<file path="config.mk">
export PLATFORM = sky130hd
export DESIGN_NAME = blk_ctrl_multi_monitor_flat
export DESIGN_NICKNAME = d
export VERILOG_FILES = /design/src/rtl/blk_ctrl_multi_monitor_pkg.sv /design/src/rtl/blk_ctrl_multi_monitor_if.sv /design/src/rtl/blk_ctrl_multi_monitor_chan_mon.sv /design/src/rtl/blk_ctrl_multi_monitor.sv /design/src/flat_wrapper.sv
export SDC_FILE = /design/constraint.sdc
export NUM_CORES = 2
export LEC_CHECK = 0
export ABC_AREA = 1
export BUFFER_PORTS_ARGS = -buffer_cell sky130_fd_sc_hd__buf_2
export CAP_MARGIN = 25
export CORE_MARGIN = 4
export CORE_UTILIZATION = 25
export DETAILED_ROUTE_END_ITERATION = 16
export PLACE_DENSITY_LB_ADDON = 0.3
export SLEW_MARGIN = 20
export SYNTH_ARGS = -nofsm -noshare
export SYNTH_HDL_FRONTEND = slang
export SYNTH_HIERARCHICAL = 1
export SYNTH_SLANG_ARGS = --single-unit
</file>
<file path="constraint.sdc">
create_clock -name clk_i -period 5.41 [get_ports clk_i]
set_input_delay 0.2705 -clock clk_i [delete_from_list [all_inputs] [get_ports clk_i]]
set_output_delay 0.2705 -clock clk_i [all_outputs]
set_load 0.005 [all_outputs]
</file>
<file path="src/rtl/blk_ctrl_multi_monitor_pkg.sv">
// Shared definitions for the ap_ctrl block-control monitor:
// error bit positions, finish FSM states and the latency statistics record.
package blk_ctrl_mon_pkg;

  localparam int ERR_ORPHAN_DONE  = 0;
  localparam int ERR_OVERFLOW     = 1;
  localparam int ERR_IDLE_BUSY    = 2;
  localparam int ERR_CNT_MISMATCH = 3;
  localparam int ERR_W            = 4;

  localparam int STAT_LAT_W = 24;

  typedef enum logic [1:0] {
    RUN    = 2'd0,
    REPORT = 2'd1,
    DONE   = 2'd2
  } fsm_e;

  typedef struct packed {
    logic [STAT_LAT_W-1:0] last;
    logic [STAT_LAT_W-1:0] min;
    logic [STAT_LAT_W-1:0] max;
  } lat_stats_t;

endpackage

</file>
<file path="src/rtl/blk_ctrl_multi_monitor_if.sv">
// Bundle of per-channel ap_ctrl_hs / ap_ctrl_chain handshake lines.
// The kernel side drives (master); the monitor only observes (slave).
interface blk_ctrl_multi_monitor_if #(
  parameter int NUM_CH = 4
);
  logic [NUM_CH-1:0] ap_start;
  logic [NUM_CH-1:0] ap_ready;
  logic [NUM_CH-1:0] ap_done;
  logic [NUM_CH-1:0] ap_idle;
  logic [NUM_CH-1:0] ap_continue;

  modport master (output ap_start, ap_ready, ap_done, ap_idle, ap_continue);
  modport slave  (input  ap_start, ap_ready, ap_done, ap_idle, ap_continue);
endinterface

</file>
<file path="src/rtl/blk_ctrl_multi_monitor_chan_mon.sv">
// One monitored ap_ctrl channel: in-flight timestamp FIFO, saturating
// accept/completion counters, latency statistics and sticky error flags.
module blk_ctrl_chan_mon
  import blk_ctrl_mon_pkg::*;
#(
  parameter int CNT_W     = 32,
  parameter int LAT_W     = 24,
  parameter int DEPTH     = 8,
  parameter int CHAIN     = 1,
  parameter int CHECK_REF = 1,
  parameter int OCW       = $clog2(DEPTH + 1)
) (
  input  logic             clk_i,
  input  logic             rst_i,
  input  logic             freeze_i,
  input  logic             report_i,
  input  logic             start_i,
  input  logic             ready_i,
  input  logic             done_i,
  input  logic             idle_i,
  input  logic             continue_i,
  input  logic [LAT_W-1:0] now_i,
  input  logic [CNT_W-1:0] ref_cnt_i,
  output logic [CNT_W-1:0] trans_cnt_o,
  output logic [CNT_W-1:0] done_cnt_o,
  output logic [OCW-1:0]   outstanding_o,
  output logic [LAT_W-1:0] lat_last_o,
  output logic [LAT_W-1:0] lat_min_o,
  output logic [LAT_W-1:0] lat_max_o,
  output logic [ERR_W-1:0] err_o
);

  localparam int AW = $clog2(DEPTH);
  localparam logic [CNT_W-1:0] CNT_MAX = {CNT_W{1'b1}};

  logic [LAT_W-1:0] mem_q [DEPTH];
  logic [AW-1:0]    rd_q, rd_d, wr_q, wr_d;
  logic [OCW-1:0]   cnt_q, cnt_d;
  logic [CNT_W-1:0] trans_q, trans_d, done_q, done_d;
  logic [LAT_W-1:0] last_q, last_d, min_q, min_d, max_q, max_d;
  logic [ERR_W-1:0] err_q, err_d;
  logic             acc_s, cpl_s, empty_s, full_s, push_s, lat_upd_s;
  logic [LAT_W-1:0] lat_s;

  assign acc_s   = start_i & ready_i & ~freeze_i;
  assign cpl_s   = ((CHAIN != 0) ? (done_i & continue_i) : done_i) & ~freeze_i;
  assign empty_s = (cnt_q == {OCW{1'b0}});
  assign full_s  = (cnt_q == OCW'(DEPTH));

  // FIFO bookkeeping, counters and error flags for this cycle's events
  always_comb begin
    rd_d      = rd_q;
    wr_d      = wr_q;
    cnt_d     = cnt_q;
    err_d     = err_q;
    push_s    = 1'b0;
    lat_upd_s = 1'b0;
    lat_s     = {LAT_W{1'b0}};

    if (acc_s && (trans_q != CNT_MAX)) trans_d = trans_q + CNT_W'(1);
    else                               trans_d = trans_q;
    if (cpl_s && (done_q != CNT_MAX))  done_d = done_q + CNT_W'(1);
    else                               done_d = done_q;

    // Start and done together on an idle channel is a combinational block.
    if (acc_s && cpl_s && empty_s) begin
      lat_upd_s = 1'b1;
    end else begin
      if (cpl_s && empty_s) begin
        err_d[ERR_ORPHAN_DONE] = 1'b1;
      end else if (cpl_s) begin
        lat_s     = now_i - mem_q[rd_q];
        lat_upd_s = 1'b1;
        rd_d      = rd_q + AW'(1);
        cnt_d     = cnt_q - OCW'(1);
      end else begin
        rd_d = rd_q;
      end
      if (acc_s && full_s && !cpl_s) begin
        err_d[ERR_OVERFLOW] = 1'b1;
      end else if (acc_s) begin
        push_s = 1'b1;
        wr_d   = wr_q + AW'(1);
        cnt_d  = cnt_d + OCW'(1);
      end else begin
        wr_d = wr_q;
      end
    end

    if (idle_i && !empty_s && !cpl_s && !freeze_i) err_d[ERR_IDLE_BUSY] = 1'b1;
    else                                           err_d[ERR_IDLE_BUSY] = err_q[ERR_IDLE_BUSY];

    if (report_i && (CHECK_REF != 0) && (trans_q != ref_cnt_i)) err_d[ERR_CNT_MISMATCH] = 1'b1;
    else                                                         err_d[ERR_CNT_MISMATCH] = err_q[ERR_CNT_MISMATCH];
  end

  // Latency statistics update
  always_comb begin
    if (lat_upd_s) begin
      last_d = lat_s;
      min_d  = (lat_s < min_q) ? lat_s : min_q;
      max_d  = (lat_s > max_q) ? lat_s : max_q;
    end else begin
      last_d = last_q;
      min_d  = min_q;
      max_d  = max_q;
    end
  end

  // Channel state registers
  always_ff @(posedge clk_i) begin
    if (rst_i) begin
      rd_q    <= {AW{1'b0}};
      wr_q    <= {AW{1'b0}};
      cnt_q   <= {OCW{1'b0}};
      trans_q <= {CNT_W{1'b0}};
      done_q  <= {CNT_W{1'b0}};
      last_q  <= {LAT_W{1'b0}};
      min_q   <= {LAT_W{1'b1}};
      max_q   <= {LAT_W{1'b0}};
      err_q   <= {ERR_W{1'b0}};
    end else begin
      rd_q    <= rd_d;
      wr_q    <= wr_d;
      cnt_q   <= cnt_d;
      trans_q <= trans_d;
      done_q  <= done_d;
      last_q  <= last_d;
      min_q   <= min_d;
      max_q   <= max_d;
      err_q   <= err_d;
    end
  end

  // Timestamp storage; stale entries are harmless once the pointers are reset
  always_ff @(posedge clk_i) begin
    if (push_s) mem_q[wr_q] <= now_i;
  end

  assign trans_cnt_o   = trans_q;
  assign done_cnt_o    = done_q;
  assign outstanding_o = cnt_q;
  assign lat_last_o    = last_q;
  assign lat_min_o     = min_q;
  assign lat_max_o     = max_q;
  assign err_o         = err_q;

endmodule

</file>
<file path="src/rtl/blk_ctrl_multi_monitor.sv">
// Multi-channel ap_ctrl trace monitor: shared cycle counter, finish/report
// FSM, and one channel monitor per handshake with flattened result buses.
module blk_ctrl_multi_monitor
  import blk_ctrl_mon_pkg::*;
#(
  parameter int NUM_CH    = 4,
  parameter int CNT_W     = 32,
  parameter int LAT_W     = 24,
  parameter int DEPTH     = 8,
  parameter int CHAIN     = 1,
  parameter int CHECK_REF = 1,
  localparam int OCW      = $clog2(DEPTH + 1)
) (
  input  logic                    clk_i,
  input  logic                    rst_i,
  blk_ctrl_multi_monitor_if.slave ctrl_if,
  input  logic                    finish_i,
  input  logic [NUM_CH*CNT_W-1:0] ref_trans_cnt_i,
  output logic [NUM_CH*CNT_W-1:0] trans_cnt_o,
  output logic [NUM_CH*CNT_W-1:0] done_cnt_o,
  output logic [NUM_CH*OCW-1:0]   outstanding_o,
  output logic [NUM_CH*LAT_W-1:0] lat_last_o,
  output logic [NUM_CH*LAT_W-1:0] lat_min_o,
  output logic [NUM_CH*LAT_W-1:0] lat_max_o,
  output logic [NUM_CH*ERR_W-1:0] err_o,
  output logic                    result_valid_o
);

  fsm_e             state_q, state_d;
  logic             freeze_s, report_s;
  logic             result_valid_q;
  logic [LAT_W-1:0] now_q;

  // Finish FSM state register
  always_ff @(posedge clk_i) begin
    if (rst_i) state_q <= RUN;
    else       state_q <= state_d;
  end

  // Finish FSM next state
  always_comb begin
    state_d = state_q;
    case (state_q)
      RUN: begin
        if (finish_i) state_d = REPORT;
        else          state_d = RUN;
      end
      REPORT:  state_d = DONE;
      DONE:    state_d = DONE;
      default: state_d = RUN;
    endcase
  end

  // Finish FSM outputs broadcast to every channel
  always_comb begin
    freeze_s = 1'b1;
    report_s = 1'b0;
    case (state_q)
      RUN:     begin freeze_s = 1'b0; report_s = 1'b0; end
      REPORT:  begin freeze_s = 1'b1; report_s = 1'b1; end
      DONE:    begin freeze_s = 1'b1; report_s = 1'b0; end
      default: begin freeze_s = 1'b1; report_s = 1'b0; end
    endcase
  end

  // Timestamp base wraps silently; the report pulse is registered
  always_ff @(posedge clk_i) begin
    if (rst_i) begin
      now_q          <= {LAT_W{1'b0}};
      result_valid_q <= 1'b0;
    end else begin
      now_q          <= now_q + LAT_W'(1);
      result_valid_q <= report_s;
    end
  end

  assign result_valid_o = result_valid_q;

  for (genvar g = 0; g < NUM_CH; g++) begin : g_ch
    blk_ctrl_chan_mon #(
      .CNT_W    (CNT_W),
      .LAT_W    (LAT_W),
      .DEPTH    (DEPTH),
      .CHAIN    (CHAIN),
      .CHECK_REF(CHECK_REF),
      .OCW      (OCW)
    ) u_chan (
      .clk_i        (clk_i),
      .rst_i        (rst_i),
      .freeze_i     (freeze_s),
      .report_i     (report_s),
      .start_i      (ctrl_if.ap_start[g]),
      .ready_i      (ctrl_if.ap_ready[g]),
      .done_i       (ctrl_if.ap_done[g]),
      .idle_i       (ctrl_if.ap_idle[g]),
      .continue_i   (ctrl_if.ap_continue[g]),
      .now_i        (now_q),
      .ref_cnt_i    (ref_trans_cnt_i[g*CNT_W +: CNT_W]),
      .trans_cnt_o  (trans_cnt_o[g*CNT_W +: CNT_W]),
      .done_cnt_o   (done_cnt_o[g*CNT_W +: CNT_W]),
      .outstanding_o(outstanding_o[g*OCW +: OCW]),
      .lat_last_o   (lat_last_o[g*LAT_W +: LAT_W]),
      .lat_min_o    (lat_min_o[g*LAT_W +: LAT_W]),
      .lat_max_o    (lat_max_o[g*LAT_W +: LAT_W]),
      .err_o        (err_o[g*ERR_W +: ERR_W])
    );
  end

endmodule

</file>
<file path="src/flat_wrapper.sv">
// flat-port wrapper written by rule: the top's interface ports become plain ports
module blk_ctrl_multi_monitor_flat import blk_ctrl_mon_pkg::*;
#(
  parameter int NUM_CH    = 4,
  parameter int CNT_W     = 32,
  parameter int LAT_W     = 24,
  parameter int DEPTH     = 8,
  parameter int CHAIN     = 1,
  parameter int CHECK_REF = 1,
  localparam int OCW      = $clog2(DEPTH + 1)
)
  (clk_i, rst_i, finish_i, ref_trans_cnt_i, trans_cnt_o, done_cnt_o, outstanding_o, lat_last_o, lat_min_o, lat_max_o, err_o, result_valid_o, ctrl_if_ap_start, ctrl_if_ap_ready, ctrl_if_ap_done, ctrl_if_ap_idle, ctrl_if_ap_continue);
  blk_ctrl_multi_monitor_if #(.NUM_CH(NUM_CH)) ctrl_if_i ();
  input  logic clk_i;
  input  logic rst_i;
  input  logic finish_i;
  input  logic [NUM_CH*CNT_W-1:0] ref_trans_cnt_i;
  output logic [NUM_CH*CNT_W-1:0] trans_cnt_o;
  output logic [NUM_CH*CNT_W-1:0] done_cnt_o;
  output logic [NUM_CH*OCW-1:0] outstanding_o;
  output logic [NUM_CH*LAT_W-1:0] lat_last_o;
  output logic [NUM_CH*LAT_W-1:0] lat_min_o;
  output logic [NUM_CH*LAT_W-1:0] lat_max_o;
  output logic [NUM_CH*ERR_W-1:0] err_o;
  output logic result_valid_o;
  input wire logic [$bits(ctrl_if_i.ap_start)-1:0] ctrl_if_ap_start;
  input wire logic [$bits(ctrl_if_i.ap_ready)-1:0] ctrl_if_ap_ready;
  input wire logic [$bits(ctrl_if_i.ap_done)-1:0] ctrl_if_ap_done;
  input wire logic [$bits(ctrl_if_i.ap_idle)-1:0] ctrl_if_ap_idle;
  input wire logic [$bits(ctrl_if_i.ap_continue)-1:0] ctrl_if_ap_continue;
  assign ctrl_if_i.ap_start = ctrl_if_ap_start;
  assign ctrl_if_i.ap_ready = ctrl_if_ap_ready;
  assign ctrl_if_i.ap_done = ctrl_if_ap_done;
  assign ctrl_if_i.ap_idle = ctrl_if_ap_idle;
  assign ctrl_if_i.ap_continue = ctrl_if_ap_continue;
  blk_ctrl_multi_monitor #(.NUM_CH(NUM_CH), .CNT_W(CNT_W), .LAT_W(LAT_W), .DEPTH(DEPTH), .CHAIN(CHAIN), .CHECK_REF(CHECK_REF)) u_core (.clk_i(clk_i), .rst_i(rst_i), .ctrl_if(ctrl_if_i), .finish_i(finish_i), .ref_trans_cnt_i(ref_trans_cnt_i), .trans_cnt_o(trans_cnt_o), .done_cnt_o(done_cnt_o), .outstanding_o(outstanding_o), .lat_last_o(lat_last_o), .lat_min_o(lat_min_o), .lat_max_o(lat_max_o), .err_o(err_o), .result_valid_o(result_valid_o));
endmodule
</file>
==> impl_results.md <==
* Status: completed
* Required @ worst endpoint at 6.13 ns
* Initial antenna violation count at 12
* Post-synthesis sequential area ratio at 49.9%
* Share of Yosys cell area claimed by the top area cell type at 32.1%
* First-pass GRT wire length at 365 mm
* Fin Setup TNS at 0 ns
* Hold path start: ctrl_if_ap_ready[2]
* Yosys warning count at 6
* Synth area leaders: edfxtp_1 (32%), dfxtp_1 (18%), nand2_1 (9.9%)
* Max stage delay on crit path at 0.48 ns
* Pin count of the biggest net entering global routing at 97
* Final Slew Violations at 0
* Most common cell after layout, fill and taps aside: nand2_1
* VDD IR max at 214 uV
* Number of setup violations in the final report at 0
* Crit path capture type: flop
* Router iterations before antenna repair at 6
* Final WL at 246 mm
* Clock-pin slew on the worst setup and hold paths at 0.06 ns
* Commonest non-fill, non-tap cells in the layout: nand2_1 (1891), nor2_1 (1142), inv_1 (954)
* GP Congestion at 0.902
* Area Overhead vs Synth at 21.2%
* RSZ-0062 raised after global routing: false
* Crit path kind: flop to flop
* Layout net count at 10.1k
* Fraction of layout cells with a size suffix above 1 at 15.0%
* Post-Syn Instances at 8736
* Largest area contributor in the netlist: edfxtp_1
* Arrival time at the worst endpoint at 5.63 ns
* HPWL Detailed at 173 mm
* Clock Skew at 0.0732 ns
* Worst-Margin Slew at 0.947 ns
* Slowest cell on crit path: o21ai_0
* Pleak at 35.6 nW
* Mean Syn Cell Area at 8.22 um2
* DIE AREA at 296000 um2
* Clk sinks at 1407
* Post-synthesis register bit count at 1407
* Worst-Skew Late Latency at 0.85 ns
* Pwr Density at 323 nW/um2
* Hold/Removal Path Class: input pin to flop
* FF-to-FF path depth at 27
* Yosys cell types at 49
* DR WL/cell at 18.2 um
* Cell depth of the worst hold path at 5
* Post-route setup slack at 0.495 ns
* # IOs at 728
* Root Driver: clkbuf_16
* Placed instance count at 13.2k
* Crit Path Max Fanout at 33
* Maximum clock frequency at 203 MHz
* Antenna viol nets, final at 0
* Mapped Area at 71800 um2
* Row count at 196
* Syn_nets at 9206
* Drt drc at 0
* Relative slew slack at 36.9%
* Total CTS buffers at 167
* FF-to-FF End: u_core/g_ch[0].u_chan/lat_max_o[0]
* Worst slack at placement at 0.205 ns
* CTS tree: yes
* Total global routing overflow at 0
* Bufs on Longest Clock Path at 4
* Hold Violations, Final at 0
* Crit path launch type: flop
* Period minus WS final at 4.91 ns
* Die Width at 544 um
* Final worst-path cycle share at 90.8%
* CORE AREA at 285000 um2
* Vias in the first global route at 58.7k
* Most used cell, CP: nand2_1
* Hold path endpoint: u_core/g_ch[2].u_chan/err_o[0]
* DR vias at 61.8k
* Starting Density at 25.2%
* Die height at 544 um
* Finished Layout Cells at 13.5k
* Total of max-cap violations at 0
* FF-to-FF setup slack at 0.50 ns
* All-Layer GR Usage at 15.8%
* Drt via density at 4.57
* DRT iter0 DRCs at 3997
* CTS H-tree lvls at 4
* Number of I/O port buffers at 727
==> flip-flops by register name, indices dropped and copies added (netlist names), named ones only <==
register,cells
u_core/g_ch.u_chan/mem_q,768
u_core/g_ch.u_chan/done_cnt_o,128
u_core/g_ch.u_chan/trans_cnt_o,128
u_core/g_ch.u_chan/lat_last_o,96
u_core/g_ch.u_chan/lat_max_o,96
u_core/g_ch.u_chan/lat_min_o,96
u_core/now_q,24
u_core/g_ch.u_chan/err_o,16
u_core/g_ch.u_chan/outstanding_o,16
u_core/g_ch.u_chan/rd_q,12
u_core/g_ch.u_chan/wr_q,12
u_core/state_q,2
u_core/result_valid_o,1
==> layer usage <==
metal / vias to the layer above / share of wire [%] / global-route usage (%)
met1: 29100 / 43 / 20.2
met2: 1333 / 49 / 27.6
li1: 30900 / - / -
met4: 0 / 3.0 / 5.06
met3: 368 / 4.8 / 2.14
met5: - / 0 / 0
==> critical path: cells and delay by family, from the launching register on <==
family / cells / cell delay (ns)
flip-flops: 1 / 0.42
adder cells (fa/ha/maj): 2 / 0.68
buffers and inverters: 4 / 0.80
AO/OA/AOI/OAI: 4 / 0.88
AND/OR/NAND/NOR: 17 / 2.01
==> final cells by class <==
cell class / count / area, um2
Fill cell: 30600 / 198000
Sequential cell: 1407 / 35900
Multi-Input combinational cell: 6033 / 31000
Timing Repair Buffer: 1013 / 6160
Tap cell: 3762 / 4710
Clock buffer: 214 / 4560
Inverter: 991 / 3730
Clock inverter: 79 / 945
Antenna cell: 7 / 17.5
==> metrics by stage <==
stage / util (%) / area (um2) / hold WS [ns] / power, mW
6_report: 30.5 / 87000 / 0.0976 / 28.1
5_1_grt: 30.5 / 87000 / 0.0673 / 29.6
4_1_cts: 30.4 / 86900 / 0.00398 / 28.5
3_5_place_dp: 28.4 / 81100 / 0.433 / 16.9
3_3_place_gp: 28.4 / 81100 / 0.427 / 16.9
2_1_floorplan: - / 71800 / 0.391 / 15.0
==> cells in the mapped netlist (all sizes together) <==
library cell / n
nand2: 1916
nor2: 1214
inv: 985
edfxtp: 768
o21ai: 668
dfxtp: 639
a21oi: 536
nand3: 494
ha: 315
clkbuf: 224
nor3: 177
nand4: 115
xor2: 115
xnor2: 108
o22ai: 96
buf: 84
o221ai: 84
or2: 31
nor4: 28
and2: 22
a31oi: 21
o21a: 17
o21bai: 16
nand3b: 15
and3: 9
a211oi: 8
clkinv: 6
nor3b: 6
fa: 4
mux2i: 4
o21ba: 4
a2bb2oi: 3
or3: 3
o2111ai: 1
==> power breakdown <==
group / switching, mW / internal [mW]
clock network: 4.62 / 6.90
logic: 3.12 / 1.59
registers: 0.334 / 11.6
==> repair_timing <==
action,CTS,global route
resized for setup,0,12
hold endpoints to repair,54,0
setup endpoints to repair,0,159
setup buffers,0,6
hold buffers,26,0
==> worst max path at each step <==
| stage | end | slack (ns) |
|---|---|---|
| 6_report | u_core/g_ch[0].u_chan/lat_max_o[0] | 0.50 |
| 5_1_grt | u_core/g_ch[3].u_chan/lat_max_o[8] | 0.002 |
| 4_1_cts | u_core/g_ch[1].u_chan/lat_min_o[7] | 0.14 |
| 3_5_place_dp | u_core/g_ch[1].u_chan/lat_min_o[12] | 0.20 |
| 3_3_place_gp | u_core/g_ch[1].u_chan/lat_min_o[20] | 0.23 |
| 2_1_floorplan | u_core/g_ch[2].u_chan/lat_min_o[10] | 1.41 |
==> cell families after synthesis <==
| family | Yosys count | synth area share, % |
|---|---|---|
| fa+ha+maj | 319 | 5.60 |
| flops | 1407 | 49.9 |
| buf+inv | 1299 | 7.10 |
| mux | 4 | 0.0558 |
| compound gates | 1454 | 11.0 |
| simple gates | 4030 | 23.6 |
| xor+xnor | 223 | 2.72 |
(Power assumes the default switching activity.)
